[src/rtl/barrel_shifter_pipe_if.sv]
// Streaming handshake bundle for barrel_shifter_pipe: input word with shift controls,
// and the shifted result, each side using valid/ready.
interface barrel_shifter_pipe_if #(
    parameter int WIDTH = 32
) ();
    localparam int SHAMT_W = $clog2(WIDTH);

    logic               in_valid;
    logic               in_ready;
    logic [WIDTH-1:0]   data;
    logic [SHAMT_W-1:0] shift_value;
    logic               is_shift_right;
    logic [1:0]         mode;
    logic               out_valid;
    logic               out_ready;
    logic [WIDTH-1:0]   shifted_data;

    modport master (
        output in_valid, data, shift_value, is_shift_right, mode, out_ready,
        input  in_ready, out_valid, shifted_data
    );

    modport slave (
        input  in_valid, data, shift_value, is_shift_right, mode, out_ready,
        output in_ready, out_valid, shifted_data
    );
endinterface

[src/rtl/barrel_shifter_pipe.sv]
// Pipelined barrel shifter: stage k shifts by 2^k when shift bit k is set.
// Logical, arithmetic and rotate modes in both directions, valid/ready on both sides.
module barrel_shifter_pipe #(
    parameter  int WIDTH   = 32,
    localparam int SHAMT_W = $clog2(WIDTH)
) (
    input  logic                   clk,
    input  logic                   reset,
    barrel_shifter_pipe_if.slave   bus
);
    localparam int         LAST       = SHAMT_W - 1;
    localparam logic [1:0] MODE_ARITH = 2'b01;
    localparam logic [1:0] MODE_ROT   = 2'b10;

    logic [WIDTH-1:0]   dataQ    [SHAMT_W];
    logic [SHAMT_W-1:0] validQ;
    logic [SHAMT_W-1:0] shamtQ   [SHAMT_W-1];
    logic [1:0]         modeQ    [SHAMT_W-1];
    logic [SHAMT_W-2:0] dirQ;
    logic [SHAMT_W-2:0] signQ;

    logic [SHAMT_W-1:0] stageLoad;
    logic               inReady;

    logic [WIDTH-1:0]   srcData  [SHAMT_W];
    logic [SHAMT_W-1:0] srcShamt [SHAMT_W];
    logic [1:0]         srcMode  [SHAMT_W];
    logic [SHAMT_W-1:0] srcDir;
    logic [SHAMT_W-1:0] srcSign;
    logic [SHAMT_W-1:0] srcValid;
    logic [WIDTH-1:0]   dataD    [SHAMT_W];

    // A stage may load when empty or when its word moves on this same cycle,
    // so ready ripples back from out_ready and bubbles collapse.
    always_comb begin
        stageLoad       = '0;
        stageLoad[LAST] = !validQ[LAST] || bus.out_ready;
        for (int k = LAST - 1; k >= 0; k--) begin
            stageLoad[k] = !validQ[k] || stageLoad[k+1];
        end
    end

    assign inReady = reset && stageLoad[0];

    always_comb begin
        srcData[0]  = bus.data;
        srcShamt[0] = bus.shift_value;
        srcMode[0]  = bus.mode;
        srcDir      = '0;
        srcSign     = '0;
        srcValid    = '0;
        srcDir[0]   = bus.is_shift_right;
        srcSign[0]  = bus.data[WIDTH-1];
        srcValid[0] = bus.in_valid && inReady;
        for (int k = 1; k < SHAMT_W; k++) begin
            srcData[k]  = dataQ[k-1];
            srcShamt[k] = shamtQ[k-1];
            srcMode[k]  = modeQ[k-1];
            srcDir[k]   = dirQ[k-1];
            srcSign[k]  = signQ[k-1];
            srcValid[k] = validQ[k-1];
        end
    end

    // The original sign bit travels with the word so every arithmetic stage
    // fills from it, not from the partially shifted intermediate.
    always_comb begin
        int               amt;
        logic [WIDTH-1:0] word;
        logic [WIDTH-1:0] fill;
        amt  = 0;
        word = '0;
        fill = '0;
        for (int k = 0; k < SHAMT_W; k++) begin
            amt      = 1 << k;
            word     = srcData[k];
            fill     = (srcSign[k] && (srcMode[k] == MODE_ARITH)) ? ~({WIDTH{1'b1}} >> amt) : '0;
            dataD[k] = word;
            if (srcShamt[k][k]) begin
                if (srcMode[k] == MODE_ROT) begin
                    dataD[k] = srcDir[k] ? ((word >> amt) | (word << (WIDTH - amt)))
                                         : ((word << amt) | (word >> (WIDTH - amt)));
                end else if (srcDir[k]) begin
                    dataD[k] = (word >> amt) | fill;
                end else begin
                    dataD[k] = word << amt;
                end
            end
        end
    end

    always_ff @(posedge clk) begin
        if (!reset) begin
            validQ <= '0;
            dirQ   <= '0;
            signQ  <= '0;
            for (int k = 0; k < SHAMT_W; k++) begin
                dataQ[k] <= '0;
            end
            for (int k = 0; k < SHAMT_W - 1; k++) begin
                shamtQ[k] <= '0;
                modeQ[k]  <= '0;
            end
        end else begin
            for (int k = 0; k < SHAMT_W; k++) begin
                if (stageLoad[k]) begin
                    validQ[k] <= srcValid[k];
                    if (srcValid[k]) begin
                        dataQ[k] <= dataD[k];
                    end
                end
            end
            // The last stage needs no control fields; only its word is presented.
            for (int k = 0; k < SHAMT_W - 1; k++) begin
                if (stageLoad[k] && srcValid[k]) begin
                    shamtQ[k] <= srcShamt[k];
                    modeQ[k]  <= srcMode[k];
                    dirQ[k]   <= srcDir[k];
                    signQ[k]  <= srcSign[k];
                end
            end
        end
    end

    assign bus.in_ready     = inReady;
    assign bus.out_valid    = validQ[LAST];
    assign bus.shifted_data = dataQ[LAST];

endmodule

[src/flat_wrapper.sv]
// flat-port wrapper written by rule: the top's interface ports become plain ports
module barrel_shifter_pipe_flat 
#(
    parameter  int WIDTH   = 32,
    localparam int SHAMT_W = $clog2(WIDTH)
)
  (clk, reset, bus_in_valid, bus_data, bus_shift_value, bus_is_shift_right, bus_mode, bus_out_ready, bus_in_ready, bus_out_valid, bus_shifted_data);
  barrel_shifter_pipe_if #(.WIDTH(WIDTH)) bus_i ();
  input  logic clk;
  input  logic reset;
  input wire logic [$bits(bus_i.in_valid)-1:0] bus_in_valid;
  input wire logic [$bits(bus_i.data)-1:0] bus_data;
  input wire logic [$bits(bus_i.shift_value)-1:0] bus_shift_value;
  input wire logic [$bits(bus_i.is_shift_right)-1:0] bus_is_shift_right;
  input wire logic [$bits(bus_i.mode)-1:0] bus_mode;
  input wire logic [$bits(bus_i.out_ready)-1:0] bus_out_ready;
  output wire logic [$bits(bus_i.in_ready)-1:0] bus_in_ready;
  output wire logic [$bits(bus_i.out_valid)-1:0] bus_out_valid;
  output wire logic [$bits(bus_i.shifted_data)-1:0] bus_shifted_data;
  assign bus_i.in_valid = bus_in_valid;
  assign bus_i.data = bus_data;
  assign bus_i.shift_value = bus_shift_value;
  assign bus_i.is_shift_right = bus_is_shift_right;
  assign bus_i.mode = bus_mode;
  assign bus_i.out_ready = bus_out_ready;
  assign bus_in_ready = bus_i.in_ready;
  assign bus_out_valid = bus_i.out_valid;
  assign bus_shifted_data = bus_i.shifted_data;
  barrel_shifter_pipe #(.WIDTH(WIDTH)) u_core (.clk(clk), .reset(reset), .bus(bus_i));
endmodule
[config.mk]
export PLATFORM = sky130hd
export DESIGN_NAME = barrel_shifter_pipe_flat
export DESIGN_NICKNAME = d
export VERILOG_FILES = /design/src/rtl/barrel_shifter_pipe_if.sv /design/src/rtl/barrel_shifter_pipe.sv /design/src/flat_wrapper.sv
export SDC_FILE = /design/constraint.sdc
export NUM_CORES = 1
export LEC_CHECK = 0
export CELL_PAD_IN_SITES_DETAIL_PLACEMENT = 1
export CELL_PAD_IN_SITES_GLOBAL_PLACEMENT = 1
export CORE_MARGIN = 3
export CORE_UTILIZATION = 47
export CTS_BUF_LIST = sky130_fd_sc_hd__clkbuf_4 sky130_fd_sc_hd__clkbuf_8 sky130_fd_sc_hd__clkbuf_16
export DETAILED_ROUTE_END_ITERATION = 6
export GPL_TIMING_DRIVEN = 0
export PLACE_DENSITY_LB_ADDON = 0.1
export SLEW_MARGIN = 40
export SYNTH_ARGS = -nofsm -noshare
export SYNTH_HDL_FRONTEND = slang
export SYNTH_SLANG_ARGS = --single-unit
[constraint.sdc]
create_clock -name clk -period 4.4 [get_ports clk]
set_clock_uncertainty 0.1 [all_clocks]
set_input_delay 0.66 -clock clk [delete_from_list [all_inputs] [get_ports clk]]
set_output_delay 0.66 -clock clk [all_outputs]
set_load 0.03 [all_outputs]
Word level (Yosys, flattened, before mapping). Memory sizes are Yosys's and may differ from the RTL's. Index checks and enable logic that the tools add are counted.

Memories: 3. Bits of input ports: 44. Bits in writable memories: 188. Bits in registers: 13. Logic and storage cells: 144.

Equal/unequal tests: 10. Multiplexer cells: 70. Reductions and logical operators: 21. Bitwise operators: 27.

Memory list: u_core.dataQ (words 5, bits a word 32, rd ports 5, clocked after memory_dff 0, write ports 5, RTL line barrel_shifter_pipe.sv:15) `logic [WIDTH-1:0] dataQ [SHAMT_W];`; u_core.shamtQ (words 4, bits a word 5, rd ports 4, clocked after memory_dff 0, write ports 4, RTL line barrel_shifter_pipe.sv:17) `logic [SHAMT_W-1:0] shamtQ [SHAMT_W-1];`; u_core.modeQ (words 4, bits a word 2, rd ports 4, clocked after memory_dff 0, write ports 4, RTL line barrel_shifter_pipe.sv:18) `logic [1:0] modeQ [SHAMT_W-1];`.

Operators with widths (number): $mux W32 (29); $or A16 B32 Y32 (2); $or A24 B32 Y32 (2); $or A28 B32 Y32 (2); $or A30 B32 Y32 (2); $or A31 B32 Y32 (2); $mux W1 (33); $or A32 B1 Y32 (1); $or A32 B2 Y32 (1); $or A32 B4 Y32 (1); $or A32 B8 Y32 (1); $mux W5 (4); $or A1 B1 Y1 (13); $logic_and A1 B1 Y1 (11); $eq A2 B1 Y1 const B (5); $eq A2 B2 Y1 const B (5); $mux W2 (4); $logic_not A1 Y1 (5); $logic_or A1 B1 Y1 (5).

Depth between registers and ports, before layout. Gate-level depths: netlist of the first run.

Word-level depth: 13. Gate-level depth with buffers: 7.

Least setup slack after synthesis of the first run. OpenSTA, ideal clock, no wires.

Kind: in2reg. Start: in reset. End: mem u_core.dataQ[2][0], in the netlist u_core.dataQ[0][64] (enable). Buffers on the path: 1. Setup time: 0.466 ns. Path slack: 0.498 ns. Data required time: 3.834 ns. Cell stages on the path: 3. Arrival: 3.337 ns. Path through: clkbuf_1 -> nand2_1 -> o21ai_0.

RTL lines: start, declared (RTL line flat_wrapper.sv:10) `input logic reset;`; end, declared (RTL line barrel_shifter_pipe.sv:15).

Worst setup path after layout of the first run.
Start: in reset. End: out bus_in_ready.

Cells in the longest elaborated chain, start to end: 1.

RTL lines: $logic_and A1 B1 Y1 (RTL line barrel_shifter_pipe.sv:43) `assign inReady = reset && stageLoad[0];`; end, declared (RTL line flat_wrapper.sv:17) `output wire logic [$bits(bus_i.in_ready)-1:0] bus_in_ready;`.

Every way passes these cells.

==> results by group, run 1 <==
STA
  • Max Clock Freq: 0.271 GHz
  • Final hold slack: 0.383 ns
  • Final period utilization: 84.0%
  • Fin crit period: 3.69 ns
  • Worst rel slew slack: 45.4%
  • RSZ-0062 raised after global routing: false
  • Worst-Margin Slew: 0.819 ns
  • Fin. max-slew vios: 0
  • Final Hold Viols: 0
  • Setup_tns: 0 ns
  • Final setup viols: 0

Logic synthesis
  • Synth async-reset ratio: 0%
  • Yosys warns: 0
  • Yosys cell types: 32
  • Mapped Area: 0.00994 sq mm
  • Seq/Total Area, Yosys: 56.4%
  • EDFF count, synth: 178
  • Syn_area_per_cell: 11.0 sq um
  • Post-Synthesis Cells: 900
  • Primary FF master, synth: edfxtp_1
  • #FFs+latches synth: 191
  • Syn Nets: 944

Setup path
  • Critical-path maximum fanout: 10
  • Crit path buf inv count: 4
  • Setup crit end kind: output port
  • CP required: 3.64 ns
  • Setup crit start kind: primary input
  • Max incr delay on CP: 0.69 ns
  • Worst path most repeated cell: clkdlybuf4s50_1
  • Critical path start-end classification: primary input to output port
  • Reg2Reg Setup Slack: 1.85 ns
  • CP top delay family: buffers and inverters
  • Crit-path cells: clkdlybuf4s50_1 -> clkbuf_1 -> inv_1 -> a31oi_1 -> clkdlybuf4s50_1
  • CP max stage cell: clkdlybuf4s50_1
  • Arrival time worst endpoint: 2.93 ns

Clocking
  • Root Buffer: clkbuf_16
  • H-tree depth: 4
  • Post-CTS Setup Bufs: 0
  • TritonCTS Buffers: 17
  • Hold Buf Count CTS: 0
  • Post-cts gate resize count: 0
  • Reg clk slew, reported paths: 0.07 ns
  • Clock Sinks: 191
  • Clk Latency, worst-skew pair: 0.43 ns
  • Max Root-Sink Buffers: 2
  • CTS tree: yes

Cells and area
  • Most frequent cells in the layout: edfxtp_1, nor2_1, a211oi_1
  • FILL cells: 2182
  • FF/Latch Area: 0.00561 sq mm
  • Antenna cells: 0
  • Final Util: 56.8%
  • Commonest non-fill, non-tap cell in the layout: edfxtp_1
  • Layout cells sized above 1: 9.33%
  • Synthesis-to-layout area growth: 17.3%
  • Area of the multi-input gates: 0.00375 sq mm
  • Layout Nets: 1039
  • Fin cells: 1278

Power and ir drop
  • Reg power frac: 51.4%
  • Comb power frac: 13.4%
  • Internal power: 3.25 mW
  • Total chip power: 4.41 mW
  • Clock share of power: 35.2%
  • Power density over the cells: 378 mW/mm^2
  • Leakage: 3.99 nW
  • Switching Fraction: 26.3%
  • Net switching power: 1.16 mW
  • Peak VDD IR: 0.236 mV

Global route
  • Total grt overflow: 0
  • First-pass GRT wire length: 39800 um
  • Initial antenna violation count: 0
  • Vias in the first global route: 7332
  • All-Layer GR Usage: 22.9%
  • Pin count of the biggest net entering global routing: 33

Route
  • Vias/cell: 5.69
  • Post-route DRC: 0
  • Starting DRT DRC Count: 470
  • Drt total wl: 25700 um
  • DR pass1 iterations: 7
  • Antenna Nets Post-Route: 0
  • Vias: 7267
  • WL/cell: 20.1 um

Floorplan
  • Top Ports: 78
  • Die area: 0.0229 sq mm
  • Die Y-Extent: 151 um
  • Core area: 0.0205 sq mm
  • Row cnt: 52
  • Initial core utilization: 48.5%
  • Overall die width: 151 um

Placement
  • Dpl cells: 1246
  • GPL Wtd Cong: 0.893
  • I/O Buffers: 75
  • HPWL Detailed: 19800 um

Job
  • Number of max-cap violations: 0

Outcome
  • Status: finished clean

Hold path
  • Min-delay worst type: flop to flop
final cells by class:
class,instances,area share (%)
sequential,191,48.1
multi-input combinational,596,32.2
timing repair buffer,76,6.57
buffer,109,5.04
clock buffer,18,3.72
tap,270,2.90
clock inverter,14,1.35
inverter,4,0.129
routing by layer:
metal	GRT usage [%]	vias up	wire (um)
li1	-	3502	-
met4	12.3	0	1280
met2	43.3	180	13700
met3	2.93	59	788
met1	24.6	3526	9960
met5	0	-	0
power groups by stage:
stage / logic [mW] / clock network [mW] / registers [mW]
global route: 0.647 / 1.65 / 2.28
floorplan: 0.397 / 0 / 2.25
CTS: 0.593 / 1.58 / 2.26
global placement: 0.570 / 0 / 2.30
detailed placement: 0.589 / 0 / 2.30
finish: 0.589 / 1.55 / 2.26
sequential cells by signal, indices dropped and copies added (netlist names):
signal,count
u_core.shamtQ,10
u_core.validQ,5
u_core.dataQ,160
u_core.dirQ,4
u_core.signQ,4
u_core.modeQ,8
per-stage QoR:
| step | instance area, sq um | worst slack, ns |
|---|---|---|
| after CTS | 11700 | 0.715 |
| final | 11700 | 0.706 |
| after global placement | 11000 | -0.935 |
| after floorplan | 9940 | 0.498 |
| after detailed placement | 11100 | 0.706 |
| after global routing | 11700 | 0.574 |
synthesized netlist by cell type, drive strengths merged, types with 11 or more instances:
cell type,count,area share (%)
edfxtp,178,54
nor2b,19,1.2
and2,19,1.2
a21oi,67,3.4
nor3,26,1.3
nor2,157,5.9
a211oi,113,8.5
nand2b,14,0.88
buf,61,4.1
dfxtp,13,2.6
nor3b,12,0.91
o21ai,11,0.55
mux2i,98,9.9
clkbuf,48,1.8
nand2,23,0.87
kinds of logic after synthesis:
family / Yosys count / share of synthesized area [%]
AO/OA/AOI/OAI: 214 / 14.3
buffers and inverters: 113 / 6.06
multiplexers: 98 / 9.87
AND/OR/NAND/NOR: 284 / 13.4
flip-flops: 191 / 56.4
worst reg2reg max path, stage by stage (launching register included):
cell and delay [ns]:
dfxtp_1 0.34, and4b_1 0.21, buf_2 0.19, a31oi_2 0.29, o31ai_4 0.14, buf_4 0.24, buf_4 0.19, a211oi_1 0.54
final timing paths:
path	startpoint	endpoint	cells after the start
max	reset	bus_in_ready	5
min	u_core.signQ[3]$_SDFFE_PN0N_	u_core.signQ[3]$_SDFFE_PN0N_	2
max reg2reg	u_core.validQ[4]$_SDFFE_PN0P_	u_core.dataQ[0][107]$_SDFFCE_PN0P_	7
min reg2reg	u_core.signQ[3]$_SDFFE_PN0N_	u_core.signQ[3]$_SDFFE_PN0N_	2
(Power assumes the default switching activity.)
==> inputs of run 2 (changes only) <==
Clock period 4.4 ns to 3.4 ns, I/O delays scaled along.
==> run 2 against run 1 <==
  * Combinational power rose by 30%
  * Sequential cell count unchanged
  * Cell count about the same
  * Worst setup slack lost 0.40 ns
  * Critical endpoint unchanged
  * Critical path type unchanged
  * Via count hardly changed
  * Die area did not move
==> results by group, run 2 (synthesized netlist as in run 1, its figures left out) <==
Setup path
  • Arrival time worst endpoint: 2.49 ns (was 2.93 ns)
  • Reg2Reg Setup Slack: 0.95 ns (was 1.85 ns)
  • R2r startpoint: u_core.validQ[3]$_SDFFE_PN0P_ (was u_core.validQ[4]$_SDFFE_PN0P_)
  • Worst r2r path cells: 7 (unchanged)
  • FF-to-FF End: u_core.dataQ[0][104]$_SDFFCE_PN0P_ (was u_core.dataQ[0][107]$_SDFFCE_PN0P_)
  • Setup crit end kind: output port (unchanged)
  • CP required: 2.79 ns (was 3.64 ns)
  • Critical-path maximum fanout: 10 (unchanged)
  • Setup crit start kind: primary input (unchanged)
  • Critical path start-end classification: primary input to output port (unchanged)

Clocking
  • Hold Buf Count CTS: 0 (unchanged)
  • Clk Latency, worst-skew pair: 0.43 ns (about the same)
  • Post-cts gate resize count: 0 (unchanged)
  • Root Buffer: clkbuf_16 (unchanged)
  • Clock Sinks: 191 (unchanged)
  • CTS tree: yes (unchanged)
  • Max Root-Sink Buffers: 2 (unchanged)
  • Reg clk slew, reported paths: 0.08 ns (was 0.07 ns)
  • Post-CTS Setup Bufs: 0 (unchanged)
  • TritonCTS Buffers: 17 (unchanged)
  • H-tree depth: 4 (unchanged)

Floorplan
  • Die area: 0.0229 sq mm (unchanged)
  • Die Y-Extent: 151 um (unchanged)
  • Initial core utilization: 48.5% (unchanged)
  • Core area: 0.0205 sq mm (unchanged)
  • Top Ports: 78 (unchanged)
  • Overall die width: 151 um (unchanged)
  • Row cnt: 52 (unchanged)

Cells and area
  • Largest regs: u_core.dataQ (160), u_core.shamtQ (10), u_core.modeQ (8) (unchanged)
  • FILL cells: 2185 (was 2182)
  • Max FFs per register: 160 (unchanged)
  • Commonest non-fill, non-tap cell in the layout: edfxtp_1 (unchanged)
  • FF/Latch Area: 0.00561 sq mm (unchanged)
  • Area of the multi-input gates: 0.00375 sq mm (unchanged)
  • Final Util: 56.8% (about the same)
  • Largest Register: u_core.dataQ (unchanged)
  • Antenna cells: 0 (unchanged)
  • Synthesis-to-layout area growth: 17.2% (was 17.3%)
  • Most frequent cells in the layout: edfxtp_1, nor2_1, a211oi_1 (unchanged)
  • Layout Nets: 1040 (was 1039)
  • Layout cells sized above 1: 9.51% (was 9.33%)

STA
  • Fin crit period: 3.10 ns
  • Final period utilization: 91.1%
  • RSZ-0062 raised after global routing: false (unchanged)
  • Final setup viols: 0 (unchanged)
  • Fin. max-slew vios: 0 (unchanged)
  • Worst-Margin Slew: 0.784 ns (was 0.819 ns)
  • Final hold slack: 0.381 ns (was 0.383 ns)
  • Final Hold Viols: 0 (unchanged)
  • Worst rel slew slack: 47.7% (was 45.4%)
  • Max Clock Freq: 0.323 GHz

Placement
  • GPL Wtd Cong: 0.888 (was 0.893)
  • I/O Buffers: 75 (unchanged)
  • HPWL Detailed: 19500 um (was 19800 um)

Route
  • DR pass1 iterations: 4 (was 7)
  • Vias: 7268 (was 7267)
  • Post-route DRC: 0 (unchanged)
  • Antenna Nets Post-Route: 0 (unchanged)
  • Drt total wl: 25400 um (was 25700 um)
  • Vias/cell: 5.68 (was 5.69)
  • Starting DRT DRC Count: 399 (was 470)
  • WL/cell: 19.9 um (was 20.1 um)

Power and ir drop
  • Power density over the cells: 480 mW/mm^2 (was 378 mW/mm^2)
  • Leakage: 4.00 nW (was 3.99 nW)
  • Peak VDD IR: 0.281 mV (was 0.236 mV)

Global route
  • Initial antenna violation count: 0 (unchanged)
  • Total grt overflow: 0 (unchanged)
  • First-pass GRT wire length: 39800 um (about the same)
  • Pin count of the biggest net entering global routing: 33 (unchanged)
  • Vias in the first global route: 7376 (was 7332)
  • All-Layer GR Usage: 22.8% (was 22.9%)

Outcome
  • Status: finished clean (unchanged)

Hold path
  • Hold endpoint: u_core.signQ[3]$_SDFFE_PN0N_ (unchanged)
  • Hold Path Cell Cnt: 2 (unchanged)
  • Hold_sp: u_core.signQ[3]$_SDFFE_PN0N_ (unchanged)
  • Min-delay worst type: flop to flop (unchanged)

Job
  • Number of max-cap violations: 0 (unchanged)
==> run 2: worst max-delay path, cell delays in order <==
cell and delay [ns]:
clkdlybuf4s50_1 0.60, clkbuf_2 0.33, inv_1 0.19, a31oi_1 0.17
clkdlybuf4s50_1 0.69
==> run 2: through the flow <==
stage                     power, mW  setup WS, ns  instances  TNS, ns  instance area [sq um]
after global routing           5.81         0.197       1279        0                  11600
after detailed placement       3.74        0.0266       1246        0                  11100
after floorplan                3.42         0.511        900        0                   9940
after global placement         3.72        -0.714       1245   -23.51                  11000
after CTS                      5.63        0.0212       1278        0                  11600
final                          5.59         0.304       1279        0                  11600
==> run 2: worst max-delay path by stage <==
stage                      from                                end  slack, ns
after detailed placement  reset                       bus_in_ready       0.03
after floorplan           reset  u_core.dataQ[0][64]$_SDFFCE_PN0P_       0.51
after global routing      reset                       bus_in_ready       0.20
after CTS                 reset                       bus_in_ready       0.02
final                     reset                       bus_in_ready       0.30
after global placement    reset  u_core.dataQ[0][82]$_SDFFCE_PN0P_      -0.71
==> run 2: cell type report <==
type,instances,area share [%]
Inverter,4,0.129
Sequential cell,191,48.1
Clock buffer,20,3.90
Buffer,109,5.05
Clock inverter,12,0.860
Timing Repair Buffer,77,6.81
Tap cell,270,2.90
Multi-Input combinational cell,596,32.2
==> run 2: metal layers <==
layer | part of all wire, % | track usage (%) | vias to the layer above
met1 | 40 | 25.0 | 3532
met2 | 53 | 42.9 | 171
met4 | 4.3 | 10.7 | 0
met5 | 0 | 0 | -
li1 | - | - | 3507
met3 | 2.6 | 3.29 | 58
==> run 2: power by group <==
part	switching (mW)	internal (mW)	total (mW)
Sequential	0.147	2.78	2.93
Combinational	0.445	0.321	0.766
Clock	0.903	0.992	1.90
Total	1.50	4.10	5.59
